$ cat config.mk
export PLATFORM = sky130hd
export DESIGN_NAME = dmem_arbiter_flat
export DESIGN_NICKNAME = d
export VERILOG_FILES = /design/src/rtl/dmem_pkg.sv /design/src/rtl/dmem_arbiter_if.sv /design/src/rtl/dmem_arbiter_rr.sv /design/src/rtl/dmem_arbiter.sv /design/src/flat_wrapper.sv
export SDC_FILE = /design/constraint.sdc
export NUM_CORES = 1
export LEC_CHECK = 0
export BUFFER_PORTS_ARGS = -buffer_cell sky130_fd_sc_hd__buf_2
export CORE_AREA = 2 2 166 168
export CTS_CLUSTER_SIZE = 25
export DETAILED_ROUTE_END_ITERATION = 6
export DIE_AREA = 0 0 168 170
export PLACE_DENSITY = 0.66
export SYNTH_ARGS = -nofsm -noshare
export SYNTH_HDL_FRONTEND = slang
export SYNTH_SLANG_ARGS = --single-unit
$ cat constraint.sdc
create_clock -name clk -period 6 [get_ports clk]
set_clock_uncertainty 0.15 [all_clocks]
set_input_delay 0.3 -clock clk [delete_from_list [all_inputs] [get_ports clk]]
set_output_delay 0.3 -clock clk [all_outputs]
set_load 0.02 [all_outputs]
$ cat src/rtl/dmem_pkg.sv
// Shared types and helpers for the data-memory arbiter.
// state_t    : arbiter sequencer states
// WORD_BYTES : bytes per memory word
// ADDR_LSB   : byte-address bits below the word index
// is_illegal : access legality check (alignment, range, ROM write)
package dmem_pkg;

  typedef enum logic [1:0] {
    IDLE  = 2'd0,
    ISSUE = 2'd1,
    RESP  = 2'd2
  } state_t;

  localparam int unsigned WORD_BYTES = 8;
  localparam int unsigned ADDR_LSB   = 3;

  function automatic logic is_illegal(input logic [31:0] addr, input logic we,
                                      input int unsigned mem_size,
                                      input int unsigned rom_size);
    logic [31:0] word;
    word = addr >> ADDR_LSB;
    return (addr[ADDR_LSB-1:0] != '0) || (word >= mem_size) || (we && (word < rom_size));
  endfunction

endpackage

$ cat src/rtl/dmem_arbiter_if.sv
// Bundle of requester handshakes and data-memory bus for dmem_arbiter.
// Requester side : req_valid/req_ready/req_addr/req_we/req_wdata,
//                  rsp_valid/rsp_ready/rsp_rdata/rsp_err
// Memory side    : mem_addr/mem_wr_data/mem_wr_enable/mem_rd_enable/mem_rd_data
// modport master : the arbiter (drives responses and the memory bus)
// modport slave  : the surroundings (requesters and memory)
interface dmem_arbiter_if #(
  parameter int unsigned NREQ = 2
);

  logic [NREQ-1:0]    req_valid;
  logic [NREQ-1:0]    req_ready;
  logic [NREQ*32-1:0] req_addr;
  logic [NREQ-1:0]    req_we;
  logic [NREQ*64-1:0] req_wdata;
  logic [NREQ-1:0]    rsp_valid;
  logic [NREQ-1:0]    rsp_ready;
  logic [63:0]        rsp_rdata;
  logic               rsp_err;
  logic [31:0]        mem_addr;
  logic [63:0]        mem_wr_data;
  logic               mem_wr_enable;
  logic               mem_rd_enable;
  logic [63:0]        mem_rd_data;

  modport master (
    input  req_valid, req_addr, req_we, req_wdata, rsp_ready, mem_rd_data,
    output req_ready, rsp_valid, rsp_rdata, rsp_err,
           mem_addr, mem_wr_data, mem_wr_enable, mem_rd_enable
  );

  modport slave (
    output req_valid, req_addr, req_we, req_wdata, rsp_ready, mem_rd_data,
    input  req_ready, rsp_valid, rsp_rdata, rsp_err,
           mem_addr, mem_wr_data, mem_wr_enable, mem_rd_enable
  );

endinterface

$ cat src/rtl/dmem_arbiter_rr.sv
// Round-robin grant for NREQ requesters.
// clk, rst_n : clock, asynchronous active-low reset (pointer returns to port 0)
// req        : per-port request vector
// advance    : a grant was taken this cycle; pointer moves past the winner
// grant      : one-hot grant (first requesting port at or after the pointer)
// win        : index of the granted port
module rr_arbiter #(
  parameter int unsigned NREQ = 2,
  parameter int unsigned PW   = (NREQ > 1) ? $clog2(NREQ) : 1
) (
  input  logic            clk,
  input  logic            rst_n,
  input  logic [NREQ-1:0] req,
  input  logic            advance,
  output logic [NREQ-1:0] grant,
  output logic [PW-1:0]   win
);

  logic [PW-1:0] ptr;
  logic          found;
  int unsigned   idx;

  always_comb begin
    grant = '0;
    win   = '0;
    found = 1'b0;
    idx   = 0;
    for (int unsigned off = 0; off < NREQ; off++) begin
      idx = (32'(ptr) + off) % NREQ;
      if (!found && req[idx]) begin
        grant[idx] = 1'b1;
        win        = PW'(idx);
        found      = 1'b1;
      end
    end
  end

  always_ff @(posedge clk or negedge rst_n) begin
    if (!rst_n) begin
      ptr <= '0;
    end else if (advance) begin
      ptr <= PW'((32'(win) + 1) % NREQ);
    end
  end

endmodule

$ cat src/rtl/dmem_arbiter.sv
// Two-port arbiter/sequencer for the single-ported 64-bit data memory.
// clk, rst_n : clock, asynchronous active-low reset
// bus        : requester handshakes, shared response and memory bus
// One transaction at a time: accept (IDLE) -> one-cycle strobe (ISSUE) ->
// held response (RESP). Illegal accesses skip ISSUE and never touch memory.
module dmem_arbiter
  import dmem_pkg::*;
#(
  parameter int unsigned MEM_SIZE = 256,
  parameter int unsigned ROM_SIZE = 4,
  parameter int unsigned NREQ     = 2
) (
  input  logic            clk,
  input  logic            rst_n,
  dmem_arbiter_if.master  bus
);

  localparam int unsigned PW = (NREQ > 1) ? $clog2(NREQ) : 1;

  state_t          state;
  logic [PW-1:0]   id;
  logic            we_q;
  logic [NREQ-1:0] grant;
  logic [PW-1:0]   win;
  logic            accept;
  logic [31:0]     win_addr;
  logic            win_we;
  logic [63:0]     win_wdata;
  logic            win_err;

  rr_arbiter #(.NREQ(NREQ), .PW(PW)) u_rr (
    .clk     (clk),
    .rst_n   (rst_n),
    .req     (bus.req_valid),
    .advance (accept),
    .grant   (grant),
    .win     (win)
  );

  // Only the granted port's payload is ever looked at.
  assign win_addr  = bus.req_addr[32*win +: 32];
  assign win_we    = bus.req_we[win];
  assign win_wdata = bus.req_wdata[64*win +: 64];
  assign win_err   = is_illegal(win_addr, win_we, MEM_SIZE, ROM_SIZE);

  assign accept        = (state == IDLE) && (grant != '0);
  assign bus.req_ready = (state == IDLE) ? grant : '0;

  always_ff @(posedge clk or negedge rst_n) begin
    if (!rst_n) begin
      state             <= IDLE;
      id                <= '0;
      we_q              <= 1'b0;
      bus.rsp_valid     <= '0;
      bus.rsp_rdata     <= '0;
      bus.rsp_err       <= 1'b0;
      bus.mem_addr      <= '0;
      bus.mem_wr_data   <= '0;
      bus.mem_wr_enable <= 1'b0;
      bus.mem_rd_enable <= 1'b0;
    end else begin
      case (state)
        IDLE: begin
          if (accept) begin
            id   <= win;
            we_q <= win_we;
            if (win_err) begin
              state         <= RESP;
              bus.rsp_valid <= NREQ'(1) << win;
              bus.rsp_err   <= 1'b1;
              bus.rsp_rdata <= '0;
            end else begin
              state             <= ISSUE;
              bus.mem_addr      <= win_addr;
              bus.mem_wr_data   <= win_wdata;
              bus.mem_wr_enable <= win_we;
              bus.mem_rd_enable <= !win_we;
            end
          end
        end
        ISSUE: begin
          bus.mem_addr      <= '0;
          bus.mem_wr_data   <= '0;
          bus.mem_wr_enable <= 1'b0;
          bus.mem_rd_enable <= 1'b0;
          bus.rsp_rdata     <= we_q ? '0 : bus.mem_rd_data;
          bus.rsp_err       <= 1'b0;
          bus.rsp_valid     <= NREQ'(1) << id;
          state             <= RESP;
        end
        RESP: begin
          if (bus.rsp_ready[id]) begin
            bus.rsp_valid <= '0;
            state         <= IDLE;
          end
        end
        default: state <= IDLE;
      endcase
    end
  end

endmodule

$ cat src/flat_wrapper.sv
// flat-port wrapper written by rule: the top's interface ports become plain ports
module dmem_arbiter_flat import dmem_pkg::*;
#(
  parameter int unsigned MEM_SIZE = 256,
  parameter int unsigned ROM_SIZE = 4,
  parameter int unsigned NREQ     = 2
)
  (clk, rst_n, bus_req_valid, bus_req_addr, bus_req_we, bus_req_wdata, bus_rsp_ready, bus_mem_rd_data, bus_req_ready, bus_rsp_valid, bus_rsp_rdata, bus_rsp_err, bus_mem_addr, bus_mem_wr_data, bus_mem_wr_enable, bus_mem_rd_enable);
  dmem_arbiter_if #(.NREQ(NREQ)) bus_i ();
  input  logic clk;
  input  logic rst_n;
  input wire logic [$bits(bus_i.req_valid)-1:0] bus_req_valid;
  input wire logic [$bits(bus_i.req_addr)-1:0] bus_req_addr;
  input wire logic [$bits(bus_i.req_we)-1:0] bus_req_we;
  input wire logic [$bits(bus_i.req_wdata)-1:0] bus_req_wdata;
  input wire logic [$bits(bus_i.rsp_ready)-1:0] bus_rsp_ready;
  input wire logic [$bits(bus_i.mem_rd_data)-1:0] bus_mem_rd_data;
  output wire logic [$bits(bus_i.req_ready)-1:0] bus_req_ready;
  output wire logic [$bits(bus_i.rsp_valid)-1:0] bus_rsp_valid;
  output wire logic [$bits(bus_i.rsp_rdata)-1:0] bus_rsp_rdata;
  output wire logic [$bits(bus_i.rsp_err)-1:0] bus_rsp_err;
  output wire logic [$bits(bus_i.mem_addr)-1:0] bus_mem_addr;
  output wire logic [$bits(bus_i.mem_wr_data)-1:0] bus_mem_wr_data;
  output wire logic [$bits(bus_i.mem_wr_enable)-1:0] bus_mem_wr_enable;
  output wire logic [$bits(bus_i.mem_rd_enable)-1:0] bus_mem_rd_enable;
  assign bus_i.req_valid = bus_req_valid;
  assign bus_i.req_addr = bus_req_addr;
  assign bus_i.req_we = bus_req_we;
  assign bus_i.req_wdata = bus_req_wdata;
  assign bus_i.rsp_ready = bus_rsp_ready;
  assign bus_i.mem_rd_data = bus_mem_rd_data;
  assign bus_req_ready = bus_i.req_ready;
  assign bus_rsp_valid = bus_i.rsp_valid;
  assign bus_rsp_rdata = bus_i.rsp_rdata;
  assign bus_rsp_err = bus_i.rsp_err;
  assign bus_mem_addr = bus_i.mem_addr;
  assign bus_mem_wr_data = bus_i.mem_wr_data;
  assign bus_mem_wr_enable = bus_i.mem_wr_enable;
  assign bus_mem_rd_enable = bus_i.mem_rd_enable;
  dmem_arbiter #(.MEM_SIZE(MEM_SIZE), .ROM_SIZE(ROM_SIZE), .NREQ(NREQ)) u_core (.clk(clk), .rst_n(rst_n), .bus(bus_i));
endmodule
# ---- After elaboration in Yosys (flattened, before gate mapping)
# Cells that the tools add are included.
dict set report op_classes {
  n_shift 4
  magnitude_cmp 8
  reduce_logical 19
  eq_ne 6
  bitwise_logic 1
  addsub 2
  muxes 44
}
# op n
set op_table {}
lappend op_table {{64-bit 2-to-1 mux} 5}
lappend op_table {{64-bit case mux with 2 select lines} 2}
lappend op_table {{128-bit by 8-bit variable part select with 64-bit output} 1}
lappend op_table {{32-bit 2-to-1 mux} 2}
lappend op_table {{32-bit case mux with 2 select lines} 1}
lappend op_table {{64-bit by 7-bit variable part select with 32-bit output} 1}
lappend op_table {{29-bit by 9-bit >= comparator with 1-bit output, second input constant} 1}
lappend op_table {{29-bit by 3-bit less-than comparator with 1-bit output, second input constant} 1}
lappend op_table {{1-bit 2-to-1 mux} 19}
lappend op_table {{2-bit 2-to-1 mux} 8}
lappend op_table {{2-bit case mux with 3 select lines} 2}
lappend op_table {{1-bit by 2-bit less-than comparator with 1-bit output, second input constant} 4}
lappend op_table {{2-bit by 1-bit != test with 1-bit output, second input constant} 3}
lappend op_table {{1-bit case mux with 2 select lines} 3}
lappend op_table {{3-bit AND reduction} 2}
lappend op_table {{3-bit nonzero test} 2}
lappend op_table {{1-bit logical AND} 5}
lappend op_table {{2-bit AND reduction} 2}
lappend op_table {{4-bit AND reduction} 1}
lappend op_table {{2-bit nonzero test} 2}
lappend op_table {{1-bit by 1-bit << shifter with 2-bit output, first input constant} 2}
lappend op_table {{1-bit adder, second input constant} 2}
lappend op_table {{1-bit demux with 1-bit select} 2}
lappend op_table {{2-bit by 1-bit == test with 1-bit output, second input constant} 1}
lappend op_table {{other kinds (7)} 10}
dict set report word_totals {
  regBits 170
  in_bits 264
  out_inout_bits 167
  wordCells 95
}

# ---- Longest topological paths before layout
# Gate-level depths: netlist of the first run.
dict set report depth {
  word_depth 13
  ltp_mapped 9
  depth_no_buf 7
}

# ---- By module
# A second synthesis of the first run with hierarchy kept.
dict set report unflattened {
  cells_unflattened 598
  area_unflattened_um2 7607.3
}
# module cells_each seq_area_each_um2 instances area_each_um2
set modules_own_cells {}
lappend modules_own_cells {dmem_arbiter 591 4229.1 1 7523.5}
lappend modules_own_cells {rr_arbiter 7 25.0 1 83.8}

# ---- Worst setup path after synthesis of the first run
# No wires, ideal clock.
dict set report synth_path {
  path_type {register to register}
  from {reg u_core.state[0]}
  to {reg u_core.bus.mem_addr[10] (netlist name)}
  setup_ps 143
  setup_slack_ps 3664
  stages_incl_launch_ff 9
  path_buffers 1
  arrival_ps 2043
  required_time_ps 5707
  synth_period_minus_slack_ps 2336
  path_cell_list {dfrtp_1 inv_1 ha_1 clkbuf_1 nor3b_1 nor2_1 and3_1 a32oi_1 o2bb2ai_1}
}
dict set report synth_between {
  elab_chain_cells 4
  word_cells_on_any_way 8
  cone_classes {eq/ne: 3; mux: 1; reduce/logical: 4}
}
# element line
set synth_rtl {}
lappend synth_rtl {{from (decl)} dmem_arbiter.sv:20} ;# state_t state;
lappend synth_rtl {{from (signal assigned)} dmem_arbiter.sv:51} ;# state <= IDLE;
lappend synth_rtl {{from (signal assigned)} dmem_arbiter.sv:68} ;# state <= RESP;
lappend synth_rtl {{from (signal assigned)} dmem_arbiter.sv:73} ;# state <= ISSUE;
lappend synth_rtl {{2-bit zero test} {dmem_arbiter.sv:46, dmem_arbiter.sv:62}}
lappend synth_rtl {{1-bit logical AND} dmem_arbiter.sv:46} ;# assign accept = (state == IDLE) && (grant != '0);
lappend synth_rtl {{2-bit by 1-bit != test with 1-bit output (no line)} -}
lappend synth_rtl {{3-bit AND reduction (no line)} -}
lappend synth_rtl {{to (signal assigned)} dmem_arbiter.sv:74} ;# bus.mem_addr <= win_addr;
lappend synth_rtl {{to (decl)} dmem_arbiter_if.sv:29} ;# mem_addr, mem_wr_data, mem_wr_enable, mem_rd_enable
# Several ways; a longest one is shown, not always the timed one.
# A chain may end at the register's enable or synchronous reset.

# ---- Worst setup path in the final report of the first run
dict set report layout_path {
  from {in bus_req_valid[1]}
  to {reg u_core.bus.mem_wr_data[15] (netlist name)}
}
dict set report layout_between {
  elab_chain_cells 12
  word_cells_on_any_way 30
  cone_classes {order compare: 2; eq/ne: 2; shift: 2; mux: 14; bitwise: 1; reduce/logical: 9}
}
# element line
set layout_rtl {}
lappend layout_rtl {{from (decl)} flat_wrapper.sv:12} ;# input wire logic [$bits(bus_i.req_valid)-1:0] bus_req_valid;
lappend layout_rtl {{1-bit 2-to-1 mux (implied by the code) (2 in series)} dmem_arbiter_rr.sv:30} ;# if (!found && req[idx]) begin
lappend layout_rtl {{1-bit 2-to-1 mux} dmem_arbiter_rr.sv:30}
lappend layout_rtl {{1-bit zero test} dmem_arbiter_rr.sv:30}
lappend layout_rtl {{1-bit logical AND} dmem_arbiter_rr.sv:30}
lappend layout_rtl {{1-bit 2-to-1 mux} dmem_arbiter_rr.sv:30}
lappend layout_rtl {{64-bit by 7-bit variable part select with 32-bit output / 1-bit 2-to-1 mux (equally long branches)} {dmem_arbiter.sv:41, dmem_arbiter.sv:42}}
lappend layout_rtl {{29-bit by 9-bit >= comparator with 1-bit output, or another cell as far along} dmem_pkg.sv:22} ;# return (addr[ADDR_LSB-1:0] != '0) || (word >= mem_size) || (we && (word < rom_size));
lappend layout_rtl {{1-bit logical OR / 1-bit logical AND (equally long branches)} dmem_pkg.sv:22}
lappend layout_rtl {{1-bit logical OR} dmem_pkg.sv:22}
lappend layout_rtl {{2-bit != test (no line)} -}
lappend layout_rtl {{3-bit AND reduction (no line)} -}
lappend layout_rtl {{to (signal assigned)} dmem_arbiter.sv:75} ;# bus.mem_wr_data <= win_wdata;
lappend layout_rtl {{to (decl)} dmem_arbiter_if.sv:29}
# Several ways; a longest one is shown, not always the timed one. The select of a mux whose other input is x is not followed.

==> summary.md, run 1 <==
• bus_req_addr[35] — Hold Path Origin
• 7070 — detailed-route via count
• 23.60 mm — Routed WL
• 0 — total overflow reported by the global router
• 6.011 nW — leakage power total
• 103 — pin count of the biggest net entering global routing
• 170 — number of sinks driven by the clock tree
• 3 — number of cells traversed by the worst hold path
• u_core.state[1]$_DFFE_PN0P_ — worst reg2reg path startpoint
• 0 — Post-synth EDFFs
• 438 — DRC violation total after the first TritonRoute iteration
• buffers and inverters — cell type group with the largest total delay on the critical path
• 6995 — number of global-route vias before repair
• 0.0001876 V — maximum ir drop on the vdd rail
• 430 — Buffers on Ports
• 67 — largest fanout on the critical path
• 431 — count of boundary I/O pins
• 16.74 mm — post-detailed-placement half-perimeter wirelength
• 0 — max-slew violation count
• 26650 um2 — core outline area
• dfrtp_1 — Synth Flop Type
• 4 — number of H-tree levels
• 2571 — number of filler cells placed in the layout
• flop — type of destination of the critical path
• 0.9629 ns — Worst-Margin Slew
• a22oi_2 — Crit-path slowest cell
• input pin to flop — category of the critical setup timing path
• 0.2746 — starting density of the core
• 7320 um2 — area of the mapped netlist
• 0 — total of endpoints with negative setup slack in the final report
• 3.209 ns — post-route minimum period
• u_core.bus.mem_wr_data[15]$_DFFE_PN0P_ — reg2reg end
• input pin — category of the worst setup path launch point
• 0 — number of antenna violations at the first check in global routing
• 17 — clock buffers created by TritonCTS
• 0.4223 — fraction of final layout cells with drive strength greater than 1
• 0 — Max-cap violations
• u_core.bus.mem_addr[3]$_DFFE_PN0P_ — hold-critical path endpoint
• 0 — PostCTS Resize Cnt
• 4 — Critical path buffers and inverters
• 662 — cells after synthesis
• 929 — Net Count, Synth
• 0.3581 — Max-Slew Margin vs Limit
• input pin to flop — Hold WC Path Type
• 1401 — nets
• 0 — number of hold-slack violations in the final timing report
• 2.86 ns — worst setup slack for register-to-register paths
• 2.568 ns — setup slack at placement
• 0 — number of setup buffers added after CTS
• 0.1626 — total routing usage reported by global routing
• 0.8806 — weighted congestion at the end of routability-driven global placement
• 28560 um2 — die area
• 0 — DR DRC count
• 4 — TritonRoute pass-1 iters
• 2 — Max Buffers Root-to-Sink
• 60 — num rows
• 0 ns — TNS Setup
• buf_4 — most frequent CP cell
• clkbuf_16 — clock root buffer
• 1.000 — Post-synth ARST share
• 36 — count of cell types in the netlist
• 0.07 ns — clock transition at the registers of the reported paths
• no — RSZ-0062 raised after global routing
• 458.0 nW/um2 — power density over the cells
• 6.20 ns — Crit path required time
• 49.95% — synthesis-to-layout area growth
• buf_2 — most common cell after layout, fill and taps aside
• 0.61 ns — CP peak stage delay
• 4.755 — via density per instance
• finished clean — outcome
• buf_2 (429), nand2_1 (201), dfrtp_1 (170) — most used cells in the layout excluding fill and tap cells
• 0 — antenna diode instance count
• 168 um — die extent in x
• 170 — synthesized flop and latch total
• 11.06 um2 — average cell area after synthesis
• 0 — Yosys Warn Count
• bus_req_valid[1] — worst setup path start
• 7 — cell count of the worst reg-to-reg path
• 0 — antenna violation net count after detailed routing
• 36.90 mm — first-pass GRT wire length
• yes — CTS tree
• 0.41 ns — clock latency on the worst-skew pair
• 0.5812 — share of synthesized area occupied by flip-flops and latches
• 170 um — Chip Height
• 311.6 MHz — FMAX
• 2.791 ns — final worst slack
• dlygate4sd3_1 -> buf_2 -> o21a_2 -> buf_4 -> nor2_1 -> a22oi_2 -> buf_4 -> a32o_1 — cells traversed along the worst timing path
• 0.5348 — post-route fraction of the period consumed by the critical path
• 3.40 ns — Critical Path AT
• 15.87 um — Avg WL per Cell
worst min-delay path, stage by stage:
cell and delay (ns):
buf_2 0.08, mux2i_1 0.06, o2bb2ai_1 0.12
routing by layer:
metal / part of all wire / GRT usage / vias to the layer above
met2: 0.48 / 0.2725 / 349
li1: - / - / 3333
met4: 0.025 / 0.05936 / 0
met5: 0 / 0 / -
met1: 0.41 / 0.1998 / 3354
met3: 0.083 / 0.04721 / 34
power by group:
group / leakage (nW) / total, mW / switching, mW / internal [mW]
sequential: 2.27 / 1.72 / 0.204 / 1.52
combinational: 3.46 / 2.23 / 1.41 / 0.817
clock: 0.281 / 1.08 / 0.519 / 0.557
state kept, by name (all words and copies together), names as in the netlist:
| signal | cells |
|---|---|
| u_core.bus.mem_wr_data | 64 |
| u_core.bus.rsp_rdata | 64 |
| u_core.bus.mem_addr | 32 |
| u_core.bus.rsp_valid | 2 |
| u_core.state | 2 |
| u_core.bus.mem_rd_enable | 1 |
| u_core.bus.mem_wr_enable | 1 |
| u_core.bus.rsp_err | 1 |
| u_core.id | 1 |
| u_core.u_rr.ptr | 1 |
| u_core.we_q | 1 |
final cells by class:
class,instances,area [um2],share of cell area
Tap cell,341,426.7,0.03887
Timing Repair Buffer,507,2907,0.2648
Clock buffer,17,425.4,0.03876
Multi-Input combinational cell,431,2785,0.2538
Inverter,7,26.28,0.002394
Clock inverter,14,151.4,0.01379
Sequential cell,170,4254,0.3876
how the worst max path moves through the flow:
stage	to	slack, ns	cells past startpoint
3_3_place_gp	u_core.bus.mem_wr_data[20]$_DFFE_PN0P_	2.62	7
6_report	u_core.bus.mem_wr_data[15]$_DFFE_PN0P_	2.79	8
5_1_grt	u_core.bus.mem_wr_data[15]$_DFFE_PN0P_	2.53	7
2_1_floorplan	u_core.bus.mem_addr[10]$_DFFE_PN0P_	3.66	8
3_5_place_dp	u_core.bus.mem_wr_data[6]$_DFFE_PN0P_	2.57	7
4_1_cts	u_core.bus.mem_wr_data[15]$_DFFE_PN0P_	2.78	8
cells in the mapped netlist (all sizes together), types with 3 or more instances:
cell | count | area [um2]
nor2 | 5 | 18.77
ha | 3 | 37.54
clkbuf | 29 | 108.9
nor4 | 16 | 125.1
a22o | 65 | 569.3
a32o | 65 | 650.6
o21ai | 5 | 25.02
dfrtp | 170 | 4254
a21oi | 4 | 20.02
o2bb2ai | 9 | 78.83
nand2 | 201 | 754.5
inv | 7 | 26.28
and2 | 24 | 150.1
mux2i | 11 | 110.1
buf | 25 | 196.4
timing repair:
item / in CTS / in global routing
hold buffers: 68 / 0
setup endpoints to repair: 0 / 0
endpoints found under the hold margin: 167 / 0
per-stage QoR:
step	util	instance area (um2)	cells	power (mW)	hold WS (ns)
2_1_floorplan	-	7320	662	3.211	-0.1456
3_3_place_gp	0.3646	9718	1388	3.912	0.3085
3_5_place_dp	0.3646	9718	1388	3.951	0.3130
4_1_cts	0.4118	10980	1487	5.099	0.006627
5_1_grt	0.4118	10980	1487	5.375	0.03940
6_report	0.4118	10980	1487	5.027	0.03435
kinds of logic after synthesis:
group                    count (synthesis)  share of synthesized area
AND/OR/NAND/NOR                        255                     0.1527
AO/OA/AOI/OAI                          160                     0.1976
buffers and inverters                   61                    0.04530
flip-flops                             170                     0.5812
adder cells (fa/ha/maj)                  3                   0.005129
multiplexers                            13                    0.01812
No activity file was read; power rests on OpenSTA's default activity.
==> run 2: changes to the inputs <==
--- a/config.mk
+++ b/config.mk
@@ -6,11 +6,11 @@
 export NUM_CORES = 1
 export LEC_CHECK = 0
 export BUFFER_PORTS_ARGS = -buffer_cell sky130_fd_sc_hd__buf_2
-export CORE_AREA = 2 2 166 168
+export CORE_AREA = 2 2 167 169
 export CTS_CLUSTER_SIZE = 25
 export DETAILED_ROUTE_END_ITERATION = 6
-export DIE_AREA = 0 0 168 170
-export PLACE_DENSITY = 0.66
+export DIE_AREA = 0 0 169 171
+export PLACE_DENSITY = 0.65
 export SYNTH_ARGS = -nofsm -noshare
 export SYNTH_HDL_FRONTEND = slang
 export SYNTH_SLANG_ARGS = --single-unit
==> constraint.sdc (replaced) <==
create_clock -name clk -period 3 [get_ports clk]
set_clock_uncertainty 0.15 [all_clocks]
set_input_delay 0.15 -clock clk [delete_from_list [all_inputs] [get_ports clk]]
set_output_delay 0.15 -clock clk [all_outputs]
set_load 0.02 [all_outputs]
==> run 2 against run 1 <==
- the flow now finishes with violations (DRC)
- sequential power is 100% higher
- global-route usage is 2.3 points higher
- via count is 14% higher
- utilization is 4.9 points higher
- register-to-register slack worse by 2.3 ns
- clock power is 110% higher
- final cell count is 10% higher
- count of clock-buffer cells in the layout is 1 higher
- first-iteration DRC count is 17% higher
- flip-flop and latch count stayed put
- die area is 1.2% higher
- critical path type unchanged
- critical endpoint is now u_core.bus.mem_wr_data[22]$_DFFE_PN0P_
- largest power group unchanged
==> summary.md, run 2 (synthesized netlist as in run 1, its figures left out) <==
• complete, but fails checks — outcome
• DRC — violations in the final reports
• 0 — total of endpoints with negative setup slack in the final report, unchanged
• 0.466 — Logic pwr share, +0.023
• buf_2 — most common cell after layout, fill and taps aside
• 27320 um2 — core outline area, +2.5%
• u_core.bus.mem_wr_data[56]$_DFFE_PN0P_ — hold-critical path endpoint
• 42.76 mm — first-pass GRT wire length, +16%
• 16.88 um — Avg WL per Cell, +6.3%
• flop — type of destination of the critical path
• 0.4173 — proportion of total power due to net switching, -0.007214
• 3.21 ns — Crit path required time, -2.99 ns
• yes — CTS tree
• 0.7586 ns — Worst-Margin Slew, -0.2043 ns
• 1551 — nets, +11%
• 0.08 ns — clock transition at the registers of the reported paths, about the same
• 2 — Max Buffers Root-to-Sink, unchanged
• 0.2679 — starting density of the core, -0.006766
• 0 — antenna violation net count after detailed routing, unchanged
• 72.10% — synthesis-to-layout area growth
• u_core.bus.mem_wr_data (64), u_core.bus.rsp_rdata (64), u_core.bus.mem_addr (32) — largest registers
• 0.53 ns — worst setup slack for register-to-register paths, -2.33 ns
• 6 — cell count of the worst reg-to-reg path, -1
• 0.1859 — total routing usage reported by global routing, +0.02329
• 0.212 — portion of total power attributed to the clock network, -0.002
• 0.322 — proportion of power drawn by flip-flops and latches, -0.021
• 0 ns — TNS Setup, unchanged
• 6.290 mW — internal power of the cells, +120%
• 88 — pin count of the biggest net entering global routing, -15%
• 171 um — Chip Height, +0.59%
• 431 — count of boundary I/O pins, unchanged
• 8273 — number of global-route vias before repair, +18%
• dlygate4sd3_1 -> buf_2 -> inv_1 -> o21a_2 -> buf_4 -> nand2_1 -> nand2_1 -> dlygate4sd3_1 -> a32o_1 — cells traversed along the worst timing path
• 16.68 mm — post-detailed-placement half-perimeter wirelength, -0.31%
• 0 — number of hold-slack violations in the final timing report, unchanged
• 4 — number of H-tree levels, unchanged
• 10.79 mW — Design Power, +110%
• 66 — largest fanout on the critical path, -1.5%
• 514 — DRC violation total after the first TritonRoute iteration, +17%
• clkbuf_16 — clock root buffer
• buf_2 (429), dlygate4sd3_1 (213), nand2_1 (201) — most used cells in the layout excluding fill and tap cells
• 389.7 MHz — FMAX
• input pin — category of the worst setup path launch point
• 4 — number of cells traversed by the worst hold path, +1
• input pin to flop — Hold WC Path Type
• bus_req_wdata[56] — Hold Path Origin
• 2.78 ns — Critical Path AT, -0.62 ns
• 0.4942 — Max-Slew Margin vs Limit, +0.1362
• input pin to flop — category of the critical setup timing path
• 0 — Max-cap violations, unchanged
• 0 — max-slew violation count, unchanged
• 28900 um2 — die area, +1.2%
• u_core.u_rr.ptr$_DFFE_PN0P_ — worst reg2reg path startpoint
• 0.3770 — fraction of final layout cells with drive strength greater than 1, -0.04531
• dlygate4sd3_1 — Crit-path slowest cell
• 0.42 ns — clock latency on the worst-skew pair, about the same
• buffers and inverters — cell type group with the largest total delay on the critical path
• 27.73 mm — Routed WL, +17%
• 6.714 nW — leakage power total, +12%
• 0 — PostCTS Resize Cnt, unchanged
• 0.0005242 V — maximum ir drop on the vdd rail, +180%
• u_core.bus.mem_wr_data[22]$_DFFE_PN0P_ — reg2reg end
• 0 — total overflow reported by the global router, unchanged
• 8 — DR DRC count, +8
• 170 — number of sinks driven by the clock tree, unchanged
• 0 — antenna diode instance count, unchanged
• 61 — num rows, +1.7%
• 7 — TritonRoute pass-1 iters, +3
• 169 um — die extent in x, +0.60%
• 2.566 ns — post-route minimum period
• 0.8554 — post-route fraction of the period consumed by the critical path
• 17 — clock buffers created by TritonCTS, unchanged
• 4.915 — via density per instance, +3.4%
• 0 — number of antenna violations at the first check in global routing, unchanged
• 430 — Buffers on Ports, unchanged
• 0.59 ns — CP peak stage delay, -0.02 ns
• 5 — Critical path buffers and inverters, +1
• no — RSZ-0062 raised after global routing
• 0 — number of setup buffers added after CTS, unchanged
• 856.9 nW/um2 — power density over the cells, +87%
• 8076 — detailed-route via count, +14%
• 0.8026 — weighted congestion at the end of routability-driven global placement, -8.9%
• 4.504 mW — sw power, +110%
run 2: cell count changes in the layout (fill, tap and decap cells not counted):
cell           change
dlygate4sd3_1    +145
buf_4              -3
inv_6              -1
clkinv_4           +1
buf_12             +8
clkbuf_1           +1
bufinv_16          +1
clkinvlp_4         -1
run 2: worst max-delay path by stage:
stage	slack, ns	from	depth (start not counted)	endpoint
floorplan	0.66	u_core.state[0]$_DFFE_PN0P_	8	u_core.bus.mem_addr[10]$_DFFE_PN0P_
global placement	0.49	bus_req_addr[60]	7	u_core.bus.rsp_rdata[22]$_DFFE_PN0P_
detailed placement	0.46	bus_req_addr[60]	7	u_core.bus.rsp_rdata[14]$_DFFE_PN0P_
CTS	0.53	bus_req_valid[0]	9	u_core.bus.mem_wr_data[51]$_DFFE_PN0P_
global route	0.31	bus_req_valid[0]	9	u_core.bus.mem_wr_data[51]$_DFFE_PN0P_
finish	0.43	bus_req_valid[0]	9	u_core.bus.mem_wr_data[22]$_DFFE_PN0P_
run 2: what timing repair did:
action	4_1_cts	5_1_grt
setup endpoints to repair	0	0
endpoints found under the hold margin	310	0
hold buffers	213	0
run 2: worst reg2reg max path, stage by stage, from the launching register on:
cell and delay, ns:
dfrtp_1 0.44, o21a_2 0.19, buf_4 0.57, nand2_1 0.21, nand2_1 0.09, dlygate4sd3_1 0.59
a32o_1 0.19
run 2: final cells by class:
class	count	area, um2
fillers	2392	14730
repair buffers	657	4496
well taps	346	432.9
clock buffers	18	429.2
flip-flops and latches	170	4254
clock inverters	14	173.9
inverters	7	26.28
multi-input cells	431	2785
run 2: routing by layer:
metal / vias up / GRT usage / wire length [um]
met2: 472 / 0.3193 / 13470
met1: 3892 / 0.2187 / 11040
met3: 57 / 0.04210 / 2245
met4: 0 / 0.09513 / 972
met5: - / 0 / 0
li1: 3655 / - / -
run 2: power by group through the flow:
stage,Clock [mW],Sequential (mW),Combinational (mW)
floorplan,0,4.31,2.11
global placement,0,3.47,4.53
detailed placement,0,3.48,4.58
CTS,2.37,3.45,4.97
global route,2.46,3.56,5.40
finish,2.29,3.48,5.03
run 2: per-stage QoR:
step / setup slack (ns) / util / area, um2 / hold WS (ns) / cells
finish: 0.4339 / 0.4610 / 12600 / 0.06632 / 1643
global placement: 0.4896 / 0.3609 / 9862 / 0.03872 / 1398
CTS: 0.5266 / 0.4610 / 12600 / 0.01050 / 1643
global route: 0.3086 / 0.4610 / 12600 / 0.06084 / 1643
floorplan: 0.6642 / - / 7320 / -0.2956 / 662
detailed placement: 0.4603 / 0.3609 / 9862 / 0.04922 / 1398
==> run 3: changes to the inputs <==
--- a/config.mk
+++ b/config.mk
@@ -6,11 +6,12 @@
 export NUM_CORES = 1
 export LEC_CHECK = 0
 export BUFFER_PORTS_ARGS = -buffer_cell sky130_fd_sc_hd__buf_2
-export CORE_AREA = 2 2 167 169
+export CORE_AREA = 2 2 168 170
 export CTS_CLUSTER_SIZE = 25
 export DETAILED_ROUTE_END_ITERATION = 6
-export DIE_AREA = 0 0 169 171
-export PLACE_DENSITY = 0.65
+export DIE_AREA = 0 0 170 172
+export PLACE_DENSITY = 0.66
 export SYNTH_ARGS = -nofsm -noshare
 export SYNTH_HDL_FRONTEND = slang
+export SYNTH_HIERARCHICAL = 1
 export SYNTH_SLANG_ARGS = --single-unit
==> run 3 against run 2 <==
- the run now ends clean
- critical endpoint is now u_core/bus.mem_wr_data[61]$_DFFE_PN0P_
- cell area rose by 2.0%
- maximum frequency down 3.2%
- synthesized cell count down 9.7%
- non-clock buffer count is 1 lower
- combinational power is 75% lower
==> summary.md, run 3 <==
• 12.72 um2 — average cell area after synthesis, +15%
• 172 um — Chip Height, +0.58%
• 0 — number of hold-slack violations in the final timing report, unchanged
• 0 — DR DRC count, -8
• 68.91% — synthesis-to-layout area growth
• 0.4486 — fraction of final layout cells with drive strength greater than 1, +0.07156
• 4254 um2 — storage element area, unchanged
• o22ai_1 — most frequent CP cell
• 3.13 ns — Crit path required time, -0.08 ns
• 12850 um2 — post-layout instance area, +2.0%
• 7467 — detailed-route via count, -7.5%
• 431 — count of boundary I/O pins, unchanged
• dfrtp_1 (170), nand2_1 (78), mux2i_1 (72), a22o_1 (64), o22ai_2 (60) — Synth top cells by count
• 0 — max-slew violation count, unchanged
• buf_2 (429), dlygate4sd3_1 (212), dfrtp_1 (170) — most used cells in the layout excluding fill and tap cells
• no — RSZ-0062 raised after global routing
• 0 — total of endpoints with negative setup slack in the final report, unchanged
• 2.78 ns — Critical Path AT, about the same
• 0.40 ns — CP peak stage delay, -0.19 ns
• 0 — adder-cell share of the synthesized area, -0.005128
• 0.8047 — weighted congestion at the end of routability-driven global placement, +0.26%
• 0 — total overflow reported by the global router, unchanged
• 0 — number of antenna violations at the first check in global routing, unchanged
• 40.86 mm — first-pass GRT wire length, -4.4%
• 0 — PostCTS Resize Cnt, unchanged
• 2400 — number of filler cells placed in the layout, +0.33%
• 0 — Post-synth EDFFs, unchanged
• 170 — synthesized flop and latch total, unchanged
• 0.8836 — post-route fraction of the period consumed by the critical path, +0.02821
• 9 — cell count of the worst reg-to-reg path, +3
• compound AO/OA/AOI/OAI gates — main combinational cell family by area after synthesis
• flop — type of destination of the critical path
• 3 — number of cells traversed by the worst hold path, -1
• u_core/bus.mem_wr_data[61]$_DFFE_PN0P_ — reg2reg end
• yes — CTS tree
• u_core/bus.mem_wr_data (64), u_core/bus.rsp_rdata (64), u_core/bus.mem_addr (32) — largest registers
• 0.3493 ns — final worst slack, -0.08462 ns
• 0.1007 — multiplexer area fraction after synthesis, +0.08254
• 170 um — die extent in x, +0.59%
• 27480 um2 — core outline area, +0.56%
• 0 — Max-cap violations, unchanged
• nand2b_4 -> and2_4 -> nor4_2 -> nand4_1 -> o22ai_1 -> buf_4 -> and3_4 -> buf_12 -> o22ai_1 — cells traversed along the worst timing path
• 1486 — nets, -4.2%
• 0.2039 — share of the synthesized area in compound gates (AO/OA/AOI/OAI), +0.006341
• 0 ns — TNS Setup, unchanged
• 0.5023 — Max-Slew Margin vs Limit, +0.008011
• 5.827 mW — Design Power, -46%
• 0 — number of setup buffers added after CTS, unchanged
• buf_2 — most common cell after layout, fill and taps aside
• 0.42 ns — clock latency on the worst-skew pair, about the same
• 10120 um2 — cell area reported after detailed placement, +2.6%
• 1.000 — Post-synth ARST share, unchanged
• dfrtp_1 — cell accounting for the most synthesized area
• 430 — Buffers on Ports, unchanged
• finished clean — outcome
• dfrtp_1 — Synth Flop Type
• 7749 — number of global-route vias before repair, -6.3%
• dfrtp_1 (56%), o22ai_2 (9.9%), mux2i_1 (9.5%), a22o_1 (7.4%), nand2_1 (3.8%) — ranking of synthesized cells by area
• 0.09326 — Simple-Gate Fraction of Synth Area, -0.05939
• flop to flop — category of the critical setup timing path
• 2 — Critical path buffers and inverters, -3
• clkbuf_16 — clock root buffer
• 453.5 nW/um2 — power density over the cells, -47%
• 17.25 um — Avg WL per Cell, +2.2%
• 9 — stages on the worst setup path, unchanged
• 80 — pin count of the biggest net entering global routing, -9.1%
• 2.651 ns — post-route minimum period, +0.08462 ns
• 0.2769 — starting density of the core, +0.008985
• u_core/bus.mem_rd_enable$_DFFE_PN0P_ — hold-critical path endpoint
• 4.723 — via density per instance, -3.9%
• 0.5592 — share of synthesized area occupied by flip-flops and latches, -0.02199
• 0.07 ns — clock transition at the registers of the reported paths, about the same
• 58 — largest fanout on the critical path, -12%
• 2 — Max Buffers Root-to-Sink, unchanged
• dfrtp_1 — Crit-path slowest cell
• 0.0003001 V — maximum ir drop on the vdd rail, -43%
• 0.3909 ns — setup slack at placement, -0.06940 ns
• 0.35 ns — worst setup slack for register-to-register paths, -0.18 ns
• 170 — number of sinks driven by the clock tree, unchanged
• 4 — number of H-tree levels, unchanged
• 0.7466 ns — Worst-Margin Slew, -0.01202 ns
• 0 — antenna violation net count after detailed routing, unchanged
• 7607 um2 — area of the mapped netlist, +3.9%
• 6 — Yosys Warn Count, +6
• 377.3 MHz — FMAX, -3.2%
• 0.1784 — total routing usage reported by global routing, -0.007516
• 0.5592 — portion of synthesized cell area occupied by the leading cell type, -0.02199
• bus_req_we[0] — Hold Path Origin
• 61 — num rows, unchanged
• 17 — clock buffers created by TritonCTS, unchanged
• 0.4677 — fraction of the core area covered by cells at the end of the flow, +0.006637
• 3070 um2 — area taken by multi-input logic gates, +10%
• simple AND/OR/NAND/NOR gates — cell type group with the largest total delay on the critical path
• 16.80 mm — post-detailed-placement half-perimeter wirelength, +0.73%
• 6.536 nW — leakage power total, -2.6%
• dfrtp_1 — most frequent cell after synthesis
• 27.27 mm — Routed WL, -1.6%
• input pin to flop — Hold WC Path Type
• 0.001151 — XOR/XNOR share of the synthesized area, +0.001151
• flop — category of the worst setup path launch point
• 4 — TritonRoute pass-1 iters, -3
• 437 — DRC violation total after the first TritonRoute iteration, -15%
• 29240 um2 — die area, +1.2%
• 0 — antenna diode instance count, unchanged
• 862 — Net Count, Synth, -7.2%
• 38 — count of cell types in the netlist, +5.6%
• 598 — cells after synthesis, -9.7%
-- run 3: changes by cell type after synthesis, sizes merged, moves of 6 or more --
cell and delta:
nand2 -123, o22ai +72, a32o -65, mux2i +61, and3 +24, and2 -20, o2bb2ai -7, nor4 -6
-- run 3: cell type report --
| type | instances | area share |
|---|---|---|
| clock buffer | 17 | 0.03311 |
| sequential | 170 | 0.3311 |
| tap | 346 | 0.03369 |
| clock inverter | 15 | 0.01422 |
| multi-input combinational | 374 | 0.2389 |
| inverter | 3 | 0.0008763 |
| timing repair buffer | 656 | 0.3481 |
-- run 3: what timing repair did --
action,4_1_cts,5_1_grt
endpoints found under the hold margin,214,0
endpoints found under the setup margin,0,0
hold buffers,212,0
-- run 3: logic make-up (layout without fill, tap and decap cells) --
| group | after synthesis | in the layout |
|---|---|---|
| muxes | 76 | 76 |
| buffers and inverters | 54 | 691 |
| AOI/OAI and AO/OA | 156 | 156 |
| and+or+nand+nor | 141 | 141 |
| xor gates and xnor gates | 1 | 1 |
| DFF | 170 | 170 |
-- run 3: power breakdown --
group | leakage, nW | total [mW] | internal, mW | switching [mW]
clock network | 0.290 | 2.22 | 1.13 | 1.09
logic | 4.28 | 1.25 | 0.692 | 0.553
registers | 1.97 | 2.37 | 2.33 | 0.0382
-- run 3: how the worst max path moves through the flow --
stage / endpoint / slack, ns
5_1_grt: u_core/bus.mem_wr_data[38]$_DFFE_PN0P_ / 0.25
2_1_floorplan: u_core/bus.rsp_rdata[10]$_DFFE_PN0P_ / 0.59
6_report: u_core/bus.mem_wr_data[61]$_DFFE_PN0P_ / 0.35
4_1_cts: u_core/bus.mem_wr_data[35]$_DFFE_PN0P_ / 0.37
3_5_place_dp: u_core/bus.mem_wr_data[53]$_DFFE_PN0P_ / 0.39
3_3_place_gp: u_core/bus.mem_addr[3]$_DFFE_PN0P_ / 0.41
-- run 3: per-layer routing --
layer | global-route usage | part of all wire | up-vias
li1 | - | - | 3477
met1 | 0.2053 | 0.40 | 3583
met2 | 0.3205 | 0.50 | 370
met3 | 0.04692 | 0.080 | 37
met4 | 0.06355 | 0.023 | 0
met5 | 0 | 0 | -
-- run 3: tightest hold or removal path: stages --
cell       delay [ns]
buf_2            0.08
mux2i_1          0.14
o2bb2ai_1        0.16
-- run 3: stage by stage --
step | std cells | hold slack (ns)
2_1_floorplan | 598 | -0.2956
3_3_place_gp | 1337 | 0.09997
3_5_place_dp | 1337 | 0.1027
4_1_cts | 1581 | 0.0006266
5_1_grt | 1581 | 0.03043
6_report | 1581 | 0.01112
